`config.mk`:
```
export PLATFORM = sky130hd
export DESIGN_NAME = common_data_bus_flat
export DESIGN_NICKNAME = d
export VERILOG_FILES = /design/src/rtl/common_data_bus_pkg.sv /design/src/rtl/common_data_bus_if.sv /design/src/rtl/common_data_bus_wait_counter.sv /design/src/rtl/common_data_bus.sv /design/src/flat_wrapper.sv
export SDC_FILE = /design/constraint.sdc
export NUM_CORES = 1
export LEC_CHECK = 0
export ABC_AREA = 1
export BUFFER_PORTS_ARGS = -buffer_cell sky130_fd_sc_hd__buf_4
export CORE_MARGIN = 5
export CORE_UTILIZATION = 37
export CTS_CLUSTER_DIAMETER = 30
export DETAILED_ROUTE_END_ITERATION = 8
export PLACE_DENSITY = 0.69
export SLEW_MARGIN = 20
export SYNTH_ARGS = -nofsm -noshare
export SYNTH_HDL_FRONTEND = slang
export SYNTH_SLANG_ARGS = --single-unit
export TNS_END_PERCENT = 30
```
`constraint.sdc`:
```
create_clock -name clk -period 1.89 [get_ports clk]
set_input_delay 0.0945 -clock clk [delete_from_list [all_inputs] [get_ports clk]]
set_output_delay 0.0945 -clock clk [all_outputs]
set_load 0.02 [all_outputs]
```
`src/rtl/common_data_bus_pkg.sv`:
```
// Shared definitions for the common data bus: default widths, source codes,
// the broadcast record and the fixed-priority winner selection.
package cdb_pkg;

  localparam int TAG_W_DEF  = 5;
  localparam int DATA_W_DEF = 32;
  localparam int CNT_W_DEF  = 8;

  typedef enum logic [1:0] {
    SRC_NONE = 2'd0,
    SRC_BR   = 2'd1,
    SRC_ALU  = 2'd2,
    SRC_LSU  = 2'd3
  } src_e;

  // Broadcast record as seen by the reservation stations and the ROB.
  typedef struct packed {
    logic                  valid;
    logic [TAG_W_DEF-1:0]  tag;
    logic [DATA_W_DEF-1:0] value;
  } cdb_bcast_t;

  // Branch beats ALU beats LSU.
  function automatic src_e pick_src(input logic br, input logic alu, input logic lsu);
    if (br)       return SRC_BR;
    else if (alu) return SRC_ALU;
    else if (lsu) return SRC_LSU;
    else          return SRC_NONE;
  endfunction

endpackage

```
`src/rtl/common_data_bus_if.sv`:
```
// Result/grant/broadcast signals between the execution units (master side)
// and the common data bus (slave side).
interface common_data_bus_if
  import cdb_pkg::*;
#(
  parameter int TAG_W  = TAG_W_DEF,
  parameter int DATA_W = DATA_W_DEF
) ();

  logic              branch_req;
  logic [TAG_W-1:0]  branch_tag;
  logic [DATA_W-1:0] branch_value;
  logic              alu_req;
  logic [TAG_W-1:0]  alu_tag;
  logic [DATA_W-1:0] alu_value;
  logic              lsu_req;
  logic [TAG_W-1:0]  lsu_tag;
  logic [DATA_W-1:0] lsu_value;

  logic              cdb_valid;
  logic [TAG_W-1:0]  cdb_tag;
  logic [DATA_W-1:0] cdb_value;
  logic              branch_grant;
  logic              alu_grant;
  logic              lsu_grant;

  modport master (
    output branch_req, branch_tag, branch_value,
    output alu_req, alu_tag, alu_value,
    output lsu_req, lsu_tag, lsu_value,
    input  cdb_valid, cdb_tag, cdb_value,
    input  branch_grant, alu_grant, lsu_grant
  );

  modport slave (
    input  branch_req, branch_tag, branch_value,
    input  alu_req, alu_tag, alu_value,
    input  lsu_req, lsu_tag, lsu_value,
    output cdb_valid, cdb_tag, cdb_value,
    output branch_grant, alu_grant, lsu_grant
  );

endinterface

```
`src/rtl/common_data_bus_wait_counter.sv`:
```
// Saturating wait counter: clear has priority over increment, and the
// count sticks at all-ones instead of wrapping.
module wait_counter
  import cdb_pkg::*;
#(
  parameter int CNT_W = CNT_W_DEF
) (
  input  logic             clk,
  input  logic             rst_n,
  input  logic             inc_i,
  input  logic             clr_i,
  output logic [CNT_W-1:0] count_o
);

  logic [CNT_W-1:0] cnt_q;
  logic [CNT_W-1:0] cnt_d;

  always_comb begin
    cnt_d = cnt_q;
    if (clr_i) begin
      cnt_d = '0;
    end else if (inc_i && (cnt_q != {CNT_W{1'b1}})) begin
      cnt_d = cnt_q + 1'b1;
    end
  end

  always_ff @(posedge clk) begin
    if (!rst_n) begin
      cnt_q <= '0;
    end else begin
      cnt_q <= cnt_d;
    end
  end

  assign count_o = cnt_q;

endmodule

```
`src/rtl/common_data_bus.sv`:
```
// Common data bus: combinational fixed-priority broadcast of one result per
// cycle, plus registered wait/winner/broadcast-count bookkeeping.
module common_data_bus
  import cdb_pkg::*;
#(
  parameter int TAG_W  = TAG_W_DEF,
  parameter int DATA_W = DATA_W_DEF,
  parameter int CNT_W  = CNT_W_DEF
) (
  input  logic             clk,
  input  logic             rst_n,
  common_data_bus_if.slave bus,
  output logic [1:0]       last_src,
  output logic [CNT_W-1:0] branch_wait,
  output logic [CNT_W-1:0] alu_wait,
  output logic [CNT_W-1:0] lsu_wait,
  output logic [31:0]      bcast_count
);

  src_e              win_src;
  logic              valid;
  logic [TAG_W-1:0]  tag_sel;
  logic [DATA_W-1:0] value_sel;
  logic [2:0]        req_vec;
  logic [2:0]        grant_vec;
  logic [CNT_W-1:0]  wait_cnt [3];

  src_e              last_src_q;
  src_e              last_src_d;
  logic [31:0]       bcast_count_q;
  logic [31:0]       bcast_count_d;

  assign win_src = pick_src(bus.branch_req, bus.alu_req, bus.lsu_req);
  assign valid   = bus.branch_req | bus.alu_req | bus.lsu_req;

  // Idle bus drives zeros so downstream tag compares never see X.
  always_comb begin
    tag_sel   = '0;
    value_sel = '0;
    case (win_src)
      SRC_BR: begin
        tag_sel   = bus.branch_tag;
        value_sel = bus.branch_value;
      end
      SRC_ALU: begin
        tag_sel   = bus.alu_tag;
        value_sel = bus.alu_value;
      end
      SRC_LSU: begin
        tag_sel   = bus.lsu_tag;
        value_sel = bus.lsu_value;
      end
      default: begin
        tag_sel   = '0;
        value_sel = '0;
      end
    endcase
  end

  assign req_vec      = {bus.lsu_req, bus.alu_req, bus.branch_req};
  assign grant_vec[0] = (win_src == SRC_BR);
  assign grant_vec[1] = (win_src == SRC_ALU);
  assign grant_vec[2] = (win_src == SRC_LSU);

  assign bus.cdb_valid    = valid;
  assign bus.cdb_tag      = tag_sel;
  assign bus.cdb_value    = value_sel;
  assign bus.branch_grant = grant_vec[0];
  assign bus.alu_grant    = grant_vec[1];
  assign bus.lsu_grant    = grant_vec[2];

  // Index 0 = branch, 1 = ALU, 2 = LSU.
  generate
    for (genvar gi = 0; gi < 3; gi++) begin : g_wait
      wait_counter #(
        .CNT_W (CNT_W)
      ) u_wait (
        .clk     (clk),
        .rst_n   (rst_n),
        .inc_i   (req_vec[gi] & ~grant_vec[gi]),
        .clr_i   (~req_vec[gi] | grant_vec[gi]),
        .count_o (wait_cnt[gi])
      );
    end
  endgenerate

  always_comb begin
    last_src_d    = last_src_q;
    bcast_count_d = bcast_count_q;
    if (valid) begin
      last_src_d    = win_src;
      bcast_count_d = bcast_count_q + 32'd1;
    end
  end

  always_ff @(posedge clk) begin
    if (!rst_n) begin
      last_src_q    <= SRC_NONE;
      bcast_count_q <= '0;
    end else begin
      last_src_q    <= last_src_d;
      bcast_count_q <= bcast_count_d;
    end
  end

  assign last_src    = last_src_q;
  assign branch_wait = wait_cnt[0];
  assign alu_wait    = wait_cnt[1];
  assign lsu_wait    = wait_cnt[2];
  assign bcast_count = bcast_count_q;

endmodule

```
`src/flat_wrapper.sv`:
```
// flat-port wrapper written by rule: the top's interface ports become plain ports
module common_data_bus_flat import cdb_pkg::*;
#(
  parameter int TAG_W  = TAG_W_DEF,
  parameter int DATA_W = DATA_W_DEF,
  parameter int CNT_W  = CNT_W_DEF
)
  (clk, rst_n, last_src, branch_wait, alu_wait, lsu_wait, bcast_count, bus_branch_req, bus_branch_tag, bus_branch_value, bus_alu_req, bus_alu_tag, bus_alu_value, bus_lsu_req, bus_lsu_tag, bus_lsu_value, bus_cdb_valid, bus_cdb_tag, bus_cdb_value, bus_branch_grant, bus_alu_grant, bus_lsu_grant);
  common_data_bus_if #(.TAG_W(TAG_W), .DATA_W(DATA_W)) bus_i ();
  input  logic clk;
  input  logic rst_n;
  output logic [1:0] last_src;
  output logic [CNT_W-1:0] branch_wait;
  output logic [CNT_W-1:0] alu_wait;
  output logic [CNT_W-1:0] lsu_wait;
  output logic [31:0] bcast_count;
  input wire logic [$bits(bus_i.branch_req)-1:0] bus_branch_req;
  input wire logic [$bits(bus_i.branch_tag)-1:0] bus_branch_tag;
  input wire logic [$bits(bus_i.branch_value)-1:0] bus_branch_value;
  input wire logic [$bits(bus_i.alu_req)-1:0] bus_alu_req;
  input wire logic [$bits(bus_i.alu_tag)-1:0] bus_alu_tag;
  input wire logic [$bits(bus_i.alu_value)-1:0] bus_alu_value;
  input wire logic [$bits(bus_i.lsu_req)-1:0] bus_lsu_req;
  input wire logic [$bits(bus_i.lsu_tag)-1:0] bus_lsu_tag;
  input wire logic [$bits(bus_i.lsu_value)-1:0] bus_lsu_value;
  output wire logic [$bits(bus_i.cdb_valid)-1:0] bus_cdb_valid;
  output wire logic [$bits(bus_i.cdb_tag)-1:0] bus_cdb_tag;
  output wire logic [$bits(bus_i.cdb_value)-1:0] bus_cdb_value;
  output wire logic [$bits(bus_i.branch_grant)-1:0] bus_branch_grant;
  output wire logic [$bits(bus_i.alu_grant)-1:0] bus_alu_grant;
  output wire logic [$bits(bus_i.lsu_grant)-1:0] bus_lsu_grant;
  assign bus_i.branch_req = bus_branch_req;
  assign bus_i.branch_tag = bus_branch_tag;
  assign bus_i.branch_value = bus_branch_value;
  assign bus_i.alu_req = bus_alu_req;
  assign bus_i.alu_tag = bus_alu_tag;
  assign bus_i.alu_value = bus_alu_value;
  assign bus_i.lsu_req = bus_lsu_req;
  assign bus_i.lsu_tag = bus_lsu_tag;
  assign bus_i.lsu_value = bus_lsu_value;
  assign bus_cdb_valid = bus_i.cdb_valid;
  assign bus_cdb_tag = bus_i.cdb_tag;
  assign bus_cdb_value = bus_i.cdb_value;
  assign bus_branch_grant = bus_i.branch_grant;
  assign bus_alu_grant = bus_i.alu_grant;
  assign bus_lsu_grant = bus_i.lsu_grant;
  common_data_bus #(.TAG_W(TAG_W), .DATA_W(DATA_W), .CNT_W(CNT_W)) u_core (.clk(clk), .rst_n(rst_n), .bus(bus_i), .last_src(last_src), .branch_wait(branch_wait), .alu_wait(alu_wait), .lsu_wait(lsu_wait), .bcast_count(bcast_count));
endmodule
```
==> Flow_metrics.wiki <==
{| class="wikitable"
! Metric !! Value
|-
| Worst-Skew Late Latency || 340 ps
|-
| Top_reg_cell synth || dfxtp_1
|-
| Kind of critical path || reg -> reg
|-
| Placed cell count || 893
|-
| Via density per instance || 4.89
|-
| Remaining global-route overflow || 0
|-
| Die area || 11700 um2
|-
| Largest fanout of any net on the critical path || 5
|-
| Placed wire-length estimate after detailed placement || 11.4 mm
|-
| Leading cell type in the layout, fill and taps excluded || buf_4
|-
| Req. time, crit path || 2120 ps
|-
| Post-Syn Area per Cell || 6.44 um2
|-
| Power density over the cells || 573 nW/um2
|-
| Starting DRC count in detailed routing || 413
|-
| WL per Instance || 15.8 um
|-
| TritonCTS clock tree || yes
|-
| Routed wire length || 14.3 mm
|-
| DRC errors left || 0
|-
| Layout overhead on the synthesized area || 54.6%
|-
| Synth Cell Area || 3570 um2
|-
| Die extent in y || 108 um
|-
| Number of nets in the finished design || 894
|-
| Setup tns final || 0 ps
|-
| Ys Warns || 0
|-
| Fraction of layout instances using a drive strength above 1 || 0.338
|-
| Depth of the CTS H-tree || 3
|-
| Final clock skew || 13.1 ps
|-
| Clock Root Buffer || clkbuf_8
|-
| Largest net degree at the start of global routing || 40
|-
| Core Box Area || 9330 um2
|-
| Post-CTS clock slew at the launch and capture registers of the worst setup and hold paths || 60 ps
|-
| Post-synth EDFFs || 0
|-
| Top-Level Pins || 215
|-
| Final hold viol count || 0
|-
| Arrival @ worst endpoint || 1800 ps
|-
| TritonCTS Buffers || 9
|-
| Count of non-filler cells in the finished layout || 908
|-
| Fill count || 949
|-
| Number of cells produced by synthesis || 555
|-
| Chain of cells forming the critical path || ha_1 > inv_1 > nor2_8 > nand3_4 > nor2_1 > nand2_1 > o21ai_0 > nor2_1
|-
| Run status || completed
|-
| Count of cells resized by post-cts repair || 0
|-
| Final antenna-violating net count || 0
|-
| Commonest non-fill, non-tap cells in the layout || buf_4 (218), nand2_1 (190), nor2_1 (67), dfxtp_1 (58), inv_1 (53)
|-
| Number of hold buffers added after cts || 0
|-
| Pre-CTS setup slack || 362 ps
|-
| Largest stage delay on the critical path || 390 ps
|-
| Maximum operating frequency || 634 MHz
|-
| Hold Path Cell Cnt || 4
|-
| Max cap viols || 0
|-
| Number of optimization iterations in the first detailed-route pass || 7
|-
| Fraction of synthesis flops using an asynchronous set or reset pin || 0
|-
| Pleak || 0.00265 uW
|-
| Area post-placement || 5320 um2
|-
| Min setup slack post-route || 313 ps
|-
| Final Slew Violations || 0
|-
| CP endpoint kind || flop
|-
| Fraction of the cycle the final worst path needs || 0.834
|-
| Sequential cell area fraction in the yosys report || 0.325
|-
| Unrepaired setup endpoints after global routing || no
|-
| Worst supply voltage drop on vdd || 342 uV
|-
| Library cell contributing the largest single delay on the critical path || dfxtp_1
|-
| Longest Clk Path Bufs || 2
|-
| Site Rows || 35
|-
| Final GP Congestion || 0.934
|-
| Count of input and output buffers || 214
|-
| Critical path launch point type || flop
|-
| Width of the die || 108 um
|-
| All-layer global routing usage || 0.231
|-
| Most common cell on crit path || nor2_1
|-
| Effective utilization at floorplan || 0.383
|-
| Number of global-route vias before repair || 4236
|-
| Number of distinct library cells after synthesis || 35
|-
| Type of the tightest min-delay check || in -> reg
|-
| Final Cell Area || 5520 um2
|-
| Cell accounting for the most synthesized area || dfxtp_1
|-
| Antenna violations before repair || 0
|-
| Number of clock sinks || 58
|-
| Number of synthesized register bits || 58
|-
| Wire length of the first global-routing pass || 21.4 mm
|-
| Minimum period implied by the final worst setup slack || 1580 ps
|-
| Number of diodes || 0
|-
| Via Count || 4440
|-
| Share of Yosys cell area claimed by the top area cell type || 0.325
|-
| Setup violators final || 0
|-
| Depth of the worst register-to-register path || 8
|-
| Hold_ws || 87.3 ps
|-
| Post CTS Setup Buffer Count || 0
|-
| Top post-synthesis cells by area || dfxtp_1 (32%), nand2_1 (20%), a22oi_1 (7.8%)
|}
registers in the layout, indices dropped and copies added (netlist names):
register / count
u_core.bcast_count: 32
u_core.g_wait.u_wait.count_o: 24
u_core.last_src: 2
power by group:
group | internal (uW) | switching (uW) | total (uW)
logic | 349 | 376 | 725
clock network | 708 | 474 | 1180
registers | 1240 | 15.0 | 1260
area by class of cell:
class,count,area [um2],share of cell area
Clock inverter,2,35.0,0.00634
Tap cell,129,161,0.0292
Sequential cell,58,1160,0.210
Inverter,57,214,0.0387
Timing Repair Buffer,219,1660,0.300
Clock buffer,13,169,0.0306
Multi-Input combinational cell,430,2130,0.385
worst max-delay path: cells and delay by family (launching register included):
kind | cells | cell delay [ps]
buf+inv | 1 | 120
fa+ha+maj | 1 | 240
flops | 1 | 390
compound gates | 1 | 160
simple gates | 5 | 570
cell usage after synthesis, types with 3 or more instances:
| master | count |
|---|---|
| ha_1 | 3 |
| nand4_1 | 8 |
| a21oi_1 | 29 |
| nand3b_1 | 4 |
| a22oi_1 | 37 |
| inv_1 | 53 |
| clkbuf_1 | 5 |
| nand3_1 | 24 |
| inv_2 | 4 |
| xor2_1 | 8 |
| buf_2 | 5 |
| nor2_4 | 8 |
| nand2_2 | 4 |
| nor2_1 | 67 |
| dfxtp_1 | 58 |
| nor2_2 | 5 |
| nor3_1 | 7 |
| o21ai_0 | 15 |
| nand2_1 | 190 |
worst paths after layout:
check             slack [ps]                     end                   from
setup / recovery         310  u_core.bcast_count[20]  u_core.bcast_count[0]
hold / removal            90      u_core.last_src[1]         bus_branch_req
setup reg to reg         310  u_core.bcast_count[20]  u_core.bcast_count[0]
hold reg to reg          470      u_core.last_src[0]     u_core.last_src[0]
stage by stage:
stage	power, uW	utilization
2_1_floorplan	1610	-
3_3_place_gp	2000	0.570
3_5_place_dp	2010	0.570
4_1_cts	3190	0.592
5_1_grt	3310	0.592
6_report	3170	0.592
routing by layer:
metal  wire, um  vias up  GRT usage
met5          0        -          0
met4        545        0      0.106
met3       1230       33     0.0704
met2       7200      175      0.415
met1       5320     2011      0.248
li1           -     2221          -
cell families after synthesis:
logic type | count (synthesis) | share of synthesized area
simple gates | 325 | 0.403
compound gates | 84 | 0.147
buf+inv | 74 | 0.0889
flops | 58 | 0.325
xor+xnor | 10 | 0.0245
fa+ha+maj | 3 | 0.0105
other cells | 1 | 0.00105
No activity file was read; power rests on OpenSTA's default activity.
